<file path="config.mk">
export PLATFORM = sky130hd
export DESIGN_NAME = input_port_buffer
export DESIGN_NICKNAME = d
export VERILOG_FILES = /design/src/rtl/input_port_buffer.sv
export SDC_FILE = /design/constraint.sdc
export NUM_CORES = 1
export LEC_CHECK = 0
export CORE_MARGIN = 5
export CORE_UTILIZATION = 50
export CTS_CLUSTER_SIZE = 40
export DETAILED_ROUTE_END_ITERATION = 8
export PLACE_DENSITY_LB_ADDON = 0.15
export SLEW_MARGIN = 5
export SYNTH_ARGS = -nofsm -noshare
export SYNTH_HDL_FRONTEND = slang
export SYNTH_HIERARCHICAL = 1
export SYNTH_SLANG_ARGS = --single-unit
</file>
<file path="constraint.sdc">
create_clock -name clk -period 6.2 [get_ports clk]
set_input_delay 1.24 -clock clk [delete_from_list [all_inputs] [get_ports clk]]
set_output_delay 1.24 -clock clk [all_outputs]
set_load 0.01 [all_outputs]
</file>
<file path="src/rtl/input_port_buffer.sv">
// Per-input-port VC buffer feeding the crossbar: one FIFO per VC, head-of-line
// presentation, per-VC packet state and credit return. Optional write-side
// packet-sequence checking is enabled with INPUT_PORT_BUFFER_PROTO_CHECK_EN.

module ipb_vc_fifo #(
  parameter int BUFFER_SIZE = 8,
  parameter int FLIT_W      = 32
) (
  input  logic              clk,
  input  logic              rst,
  input  logic              i_wr,
  input  logic [FLIT_W-1:0] i_data,
  input  logic              i_pop,
  output logic [FLIT_W-1:0] o_flit,
  output logic              o_valid,
  output logic              o_full,
  output logic              o_state
);
  localparam int AW = $clog2(BUFFER_SIZE);
  localparam int CW = AW + 1;

  localparam logic [1:0] T_HEAD = 2'b00;
  localparam logic [1:0] T_TAIL = 2'b10;

  logic [FLIT_W-1:0] r_mem [BUFFER_SIZE];
  logic [AW-1:0]     r_wptr;
  logic [AW-1:0]     r_rptr;
  logic [CW-1:0]     r_cnt;
  logic              r_state;
  logic [1:0]        w_htype;

  assign o_valid = (r_cnt != '0);
  assign o_full  = (r_cnt == CW'(BUFFER_SIZE));
  // Empty FIFO presents zero so the crossbar input is clean out of reset.
  assign o_flit  = o_valid ? r_mem[r_rptr] : '0;
  assign o_state = r_state;
  assign w_htype = r_mem[r_rptr][FLIT_W-1 -: 2];

  always_ff @(posedge clk) begin
    if (i_wr) r_mem[r_wptr] <= i_data;
  end

  always_ff @(posedge clk or negedge rst) begin
    if (!rst) begin
      r_wptr <= '0;
      r_rptr <= '0;
      r_cnt  <= '0;
    end else begin
      if (i_wr)  r_wptr <= r_wptr + 1'b1;
      if (i_pop) r_rptr <= r_rptr + 1'b1;
      case ({i_wr, i_pop})
        2'b10:   r_cnt <= r_cnt + 1'b1;
        2'b01:   r_cnt <= r_cnt - 1'b1;
        default: r_cnt <= r_cnt;
      endcase
    end
  end

  // Packet state follows the type of each flit leaving the FIFO.
  always_ff @(posedge clk or negedge rst) begin
    if (!rst) begin
      r_state <= 1'b0;
    end else if (i_pop) begin
      if (!r_state && w_htype == T_HEAD)      r_state <= 1'b1;
      else if (r_state && w_htype == T_TAIL)  r_state <= 1'b0;
    end
  end
endmodule

module input_port_buffer #(
  parameter int VC_NUM      = 2,
  parameter int BUFFER_SIZE = 8,
  parameter int FLIT_W      = 32
) (
  input  logic                            clk,
  input  logic                            rst,
  input  logic                            valid_i,
  input  logic [$clog2(VC_NUM)-1:0]       vc_i,
  input  logic [FLIT_W-1:0]               flit_i,
  input  logic [VC_NUM-1:0]               rd_en_i,
  output logic [VC_NUM-1:0][FLIT_W-1:0]   flit_o,
  output logic [VC_NUM-1:0]               vc_valid_o,
  output logic [VC_NUM-1:0]               vc_head_o,
  output logic [VC_NUM-1:0]               vc_state_o,
  output logic                            credit_valid_o,
  output logic [$clog2(VC_NUM)-1:0]       credit_vc_o,
  output logic                            err_o
);
  localparam int VW = $clog2(VC_NUM);

  logic [VC_NUM-1:0] w_sel_oh;
  logic [VC_NUM-1:0] w_pop;
  logic              w_pop_any;
  logic [VW-1:0]     w_pop_idx;
  logic [VC_NUM-1:0] w_full;
  logic [VC_NUM-1:0] w_wr;
  logic [1:0]        w_type;
  logic              w_ovf;
  logic              w_viol;
  logic              w_accept;

  logic              r_credit_valid;
  logic [VW-1:0]     r_credit_vc;
  logic              r_err;

  // Lowest set grant wins; a grant on an empty VC simply does nothing.
  assign w_sel_oh  = rd_en_i & (~rd_en_i + {{(VC_NUM-1){1'b0}}, 1'b1});
  assign w_pop     = w_sel_oh & vc_valid_o;
  assign w_pop_any = |w_pop;

  always_comb begin
    w_pop_idx = '0;
    for (int v = 0; v < VC_NUM; v++) begin
      if (w_pop[v]) w_pop_idx = VW'(v);
    end
  end

  assign w_type = flit_i[FLIT_W-1 -: 2];
  // A full FIFO still accepts when the same edge pops it.
  assign w_ovf  = valid_i & w_full[vc_i] & ~w_pop[vc_i];

`ifdef INPUT_PORT_BUFFER_PROTO_CHECK_EN
  logic [VC_NUM-1:0] r_wst;

  // Idle expects HEAD/HEADTAIL (type bits equal), active expects BODY/TAIL.
  assign w_viol = valid_i & (w_type[1] ^ w_type[0] ^ r_wst[vc_i]);

  always_ff @(posedge clk or negedge rst) begin
    if (!rst) begin
      r_wst <= '0;
    end else if (w_accept) begin
      if (!r_wst[vc_i] && w_type == 2'b00)      r_wst[vc_i] <= 1'b1;
      else if (r_wst[vc_i] && w_type == 2'b10)  r_wst[vc_i] <= 1'b0;
    end
  end
`else
  assign w_viol = 1'b0;
`endif

  assign w_accept = valid_i & ~w_ovf & ~w_viol;

  always_comb begin
    w_wr       = '0;
    w_wr[vc_i] = w_accept;
  end

  for (genvar g = 0; g < VC_NUM; g++) begin : g_vc
    ipb_vc_fifo #(
      .BUFFER_SIZE (BUFFER_SIZE),
      .FLIT_W      (FLIT_W)
    ) u_fifo (
      .clk     (clk),
      .rst     (rst),
      .i_wr    (w_wr[g]),
      .i_data  (flit_i),
      .i_pop   (w_pop[g]),
      .o_flit  (flit_o[g]),
      .o_valid (vc_valid_o[g]),
      .o_full  (w_full[g]),
      .o_state (vc_state_o[g])
    );
    // HEAD (00) and HEADTAIL (11) are the types with equal bits.
    assign vc_head_o[g] = vc_valid_o[g] & (flit_o[g][FLIT_W-1] ~^ flit_o[g][FLIT_W-2]);
  end

  always_ff @(posedge clk or negedge rst) begin
    if (!rst) begin
      r_credit_valid <= 1'b0;
      r_credit_vc    <= '0;
      r_err          <= 1'b0;
    end else begin
      r_credit_valid <= w_pop_any;
      if (w_pop_any) r_credit_vc <= w_pop_idx;
      if (w_ovf | w_viol) r_err <= 1'b1;
    end
  end

  assign credit_valid_o = r_credit_valid;
  assign credit_vc_o    = r_credit_vc;
  assign err_o          = r_err;
endmodule

</file>
==> metrics.csv <==
stage,metric,value,unit
outcome,status,"finished, final reports clean",
yosys,ys_warn_count,6,
sta,fin_tns_setup,0,ps
global_route,grt_max_degree,45,
sta,finalCritPeriodShare,78.7,%
cells_and_area,syn2layout_area_growth,17.4,%
setup_path,critPathCaptureType,output port,
power_and_ir_drop,finalPower,0.0114,W
sta,fin_skew,11.1,ps
hold_path,min_path_type,reg2reg,
cells_and_area,regArea,0.0160,mm2
detailed_routing,drc,0,
yosys,netlist_area,0.0208,mm2
die,die-area,0.0457,mm2
die,rows,74,
yosys,synth_cell_types,32,
clock_tree,cts_buffer_depth,3,
detailed_routing,dr.pass1.iters,5,
die,io_pins,111,
clock_tree,cts_max_level,2,
job,drv_cap,0,
global_route,grt_use_total,19.3,%
setup_path,crit_path_start_kind,flip-flop,
clock_tree,post_cts_resized,0,
setup_path,cp_cell_sequence,buf_4 -> mux4_2 -> mux2i_1 -> nor2_1 -> clkdlybuf4s50_1,
clock_tree,root_buffer,clkbuf_16,
sta,clock.fmax,0.205,GHz
power_and_ir_drop,power.leakage,7.96,nW
setup_path,worstPathRequired,4960,ps
global_route,overflow,0,
die,die_w,214,um
clock_tree,insertion_delay,590,ps
global_route,grt_pass1_wl,64500,um
sta,tightestPinTransition,1010,ps
cells_and_area,final_common_cell,edfxtp_1,
place,dp_slack,1860,ps
die,core,0.0409,mm2
clock_tree,numCtsBuffers,54,
detailed_routing,vias,9598,
setup_path,crit_arrival,3640,ps
place,gp_congestion,0.726,
detailed_routing,wl_per_cell,25.8,um
power_and_ir_drop,peakVddDrop,334,uV
die,fp.dieH,214,um
sta,finalSetupViolations,0,
sta,slew_headroom,32.3,%
cells_and_area,final_cell_mix,"edfxtp_1, mux4_2, clkdlybuf4s50_1",
cells_and_area,drive_above_1_share,22.8,%
die,start_util,50.8,%
global_route,antenna_found_initial,0,
clock_tree,hold_buffers,0,
yosys,synth.net_count,997,
setup_path,cp_max_fo,34,
setup_path,cp_slowest_cell,dfrtp_4,
setup_path,crit_type,reg2out,
sta,period_needed,4880,ps
cells_and_area,diodes,0,
place,numPortBuffers,110,
cells_and_area,multiInputGateArea,0.00467,mm2
detailed_routing,routed_wl,43100,um
cells_and_area,fill_cells,3004,
setup_path,cp_num_buf_inv,2,
yosys,ys_ff_latch,537,
clock_tree,cts_tree,yes,
clock_tree,clock_sinks,537,
clock_tree,clk_pin_slew_worst_paths,60,ps
clock_tree,post-cts-setup-buffers,0,
sta,drv_slew,0,
cells_and_area,num-nets-final,1147,
detailed_routing,viasPerCell,5.75,
yosys,syn-instance-count,949,
yosys,seq_area_frac_synth,77.0,%
power_and_ir_drop,power.density,468,mW/mm2
sta,hold_viol,0,
setup_path,cp_top_family,buffers and inverters,
global_route,grt_pass1_vias,10245,
sta,setup_ws,1320,ps
sta,rsz0062_at_grt,no,
place,dp_hpwl,24600,um
setup_path,slowest_delay,880,ps
detailed_routing,drtAntennaViolNets,0,
detailed_routing,first_iter_violations,672,
yosys,synth.avg_cell_area,21.9,um2
[cell type report]
| cell class | count | area share (%) |
|---|---|---|
| clock buffer | 78 | 6.21 |
| inverter | 7 | 0.108 |
| tap | 532 | 2.73 |
| timing repair buffer | 138 | 5.38 |
| clock inverter | 17 | 0.754 |
| sequential | 537 | 65.7 |
| multi-input combinational | 361 | 19.2 |
[routing by layer]
layer / track usage [%] / vias up / part of all wire [%]
met1: 27.2 / 5104 / 42
met5: 0 / - / 0
met2: 32.2 / 256 / 50
met4: 4.67 / 0 / 1.8
met3: 3.35 / 56 / 5.6
li1: - / 4182 / -
[synthesized netlist by cell type]
cell type,n,area share [%]
a21oi_1,6,0.14
mux2_2,6,0.33
edfxtp_1,512,74
dfrtp_1,25,3.0
inv_1,6,0.11
mux2i_1,64,3.1
buf_2,15,0.36
nand2b_1,10,0.30
clkbuf_1,15,0.27
and2_1,2,0.060
a211oi_1,2,0.072
nand2_2,1,0.030
xor2_1,10,0.42
inv_2,1,0.018
nand4b_1,2,0.084
xnor2_1,10,0.42
nand3b_1,2,0.072
mux4_2,128,14
mux2_1,2,0.11
nor2_1,78,1.4
nor4b_1,2,0.084
buf_6,2,0.11
o21a_1,1,0.036
buf_1,12,0.22
nor4_2,2,0.12
a41oi_2,1,0.078
nand3b_4,1,0.096
nor3_1,4,0.096
ha_1,10,0.60
o21bai_1,2,0.072
nand2_1,14,0.25
o21ai_1,1,0.024
[final timing paths]
path	depth (start not counted)	from	slack, ps	end
worst max-delay path	5	g_vc[0].u_fifo/r_rptr[0]	1320	flit_o[7]
min in group asynchronous	2	rst	1030	g_vc[0].u_fifo/o_state
worst max register to register	8	g_vc[0].u_fifo/r_cnt[1]	2590	g_vc[0].u_fifo/r_mem[4][2]
worst min-delay path	1	credit_vc_o	490	credit_vc_o
worst min register to register	1	credit_vc_o	490	credit_vc_o
max in group asynchronous	2	rst	4870	g_vc[0].u_fifo/r_rptr[0]
[power by group]
part	total, W	internal, W	switching [W]
Clock	0.00313	0.00185	0.00128
Combinational	0.00353	0.00191	0.00162
Sequential	0.00476	0.00434	0.000422
[logic make-up after synthesis]
kind of cell / synth area share (%)
flip-flops: 77.0
multiplexers: 17.4
AND/OR/NAND/NOR: 2.61
buffers and inverters: 1.08
XOR/XNOR: 0.843
AO/OA/AOI/OAI: 0.428
adder cells (fa/ha/maj): 0.602
[flip-flops by register name, indices dropped and copies added, names as in the netlist]
signal / count
g_vc.u_fifo/r_mem: 512
g_vc.u_fifo/r_cnt: 8
credit_valid_o: 1
g_vc.u_fifo/r_wptr: 6
credit_vc_o: 1
err_o: 1
g_vc.u_fifo/r_rptr: 6
g_vc.u_fifo/o_state: 2
[per-stage QoR]
stage / cell area (um2) / instances / hold WS, ps / util (%)
final: 24400 / 1670 / 495 / 59.6
after global routing: 24400 / 1670 / 513 / 59.6
after CTS: 24400 / 1670 / 499 / 59.6
after detailed placement: 22700 / 1575 / 484 / 55.4
after global placement: 22700 / 1575 / 478 / 55.4
after floorplan: 20800 / 949 / 478 / -
[worst register-to-register path, stage by stage (launching register included)]
cell      delay (ps)
dfrtp_1          510
nor4_4            70
buf_4            310
inv_1            190
nand2_2          110
a21oi_1          540
nand2b_1         380
nor2_4           740
buf_4            420
Note: power is estimated with default switching activity, not from simulation.
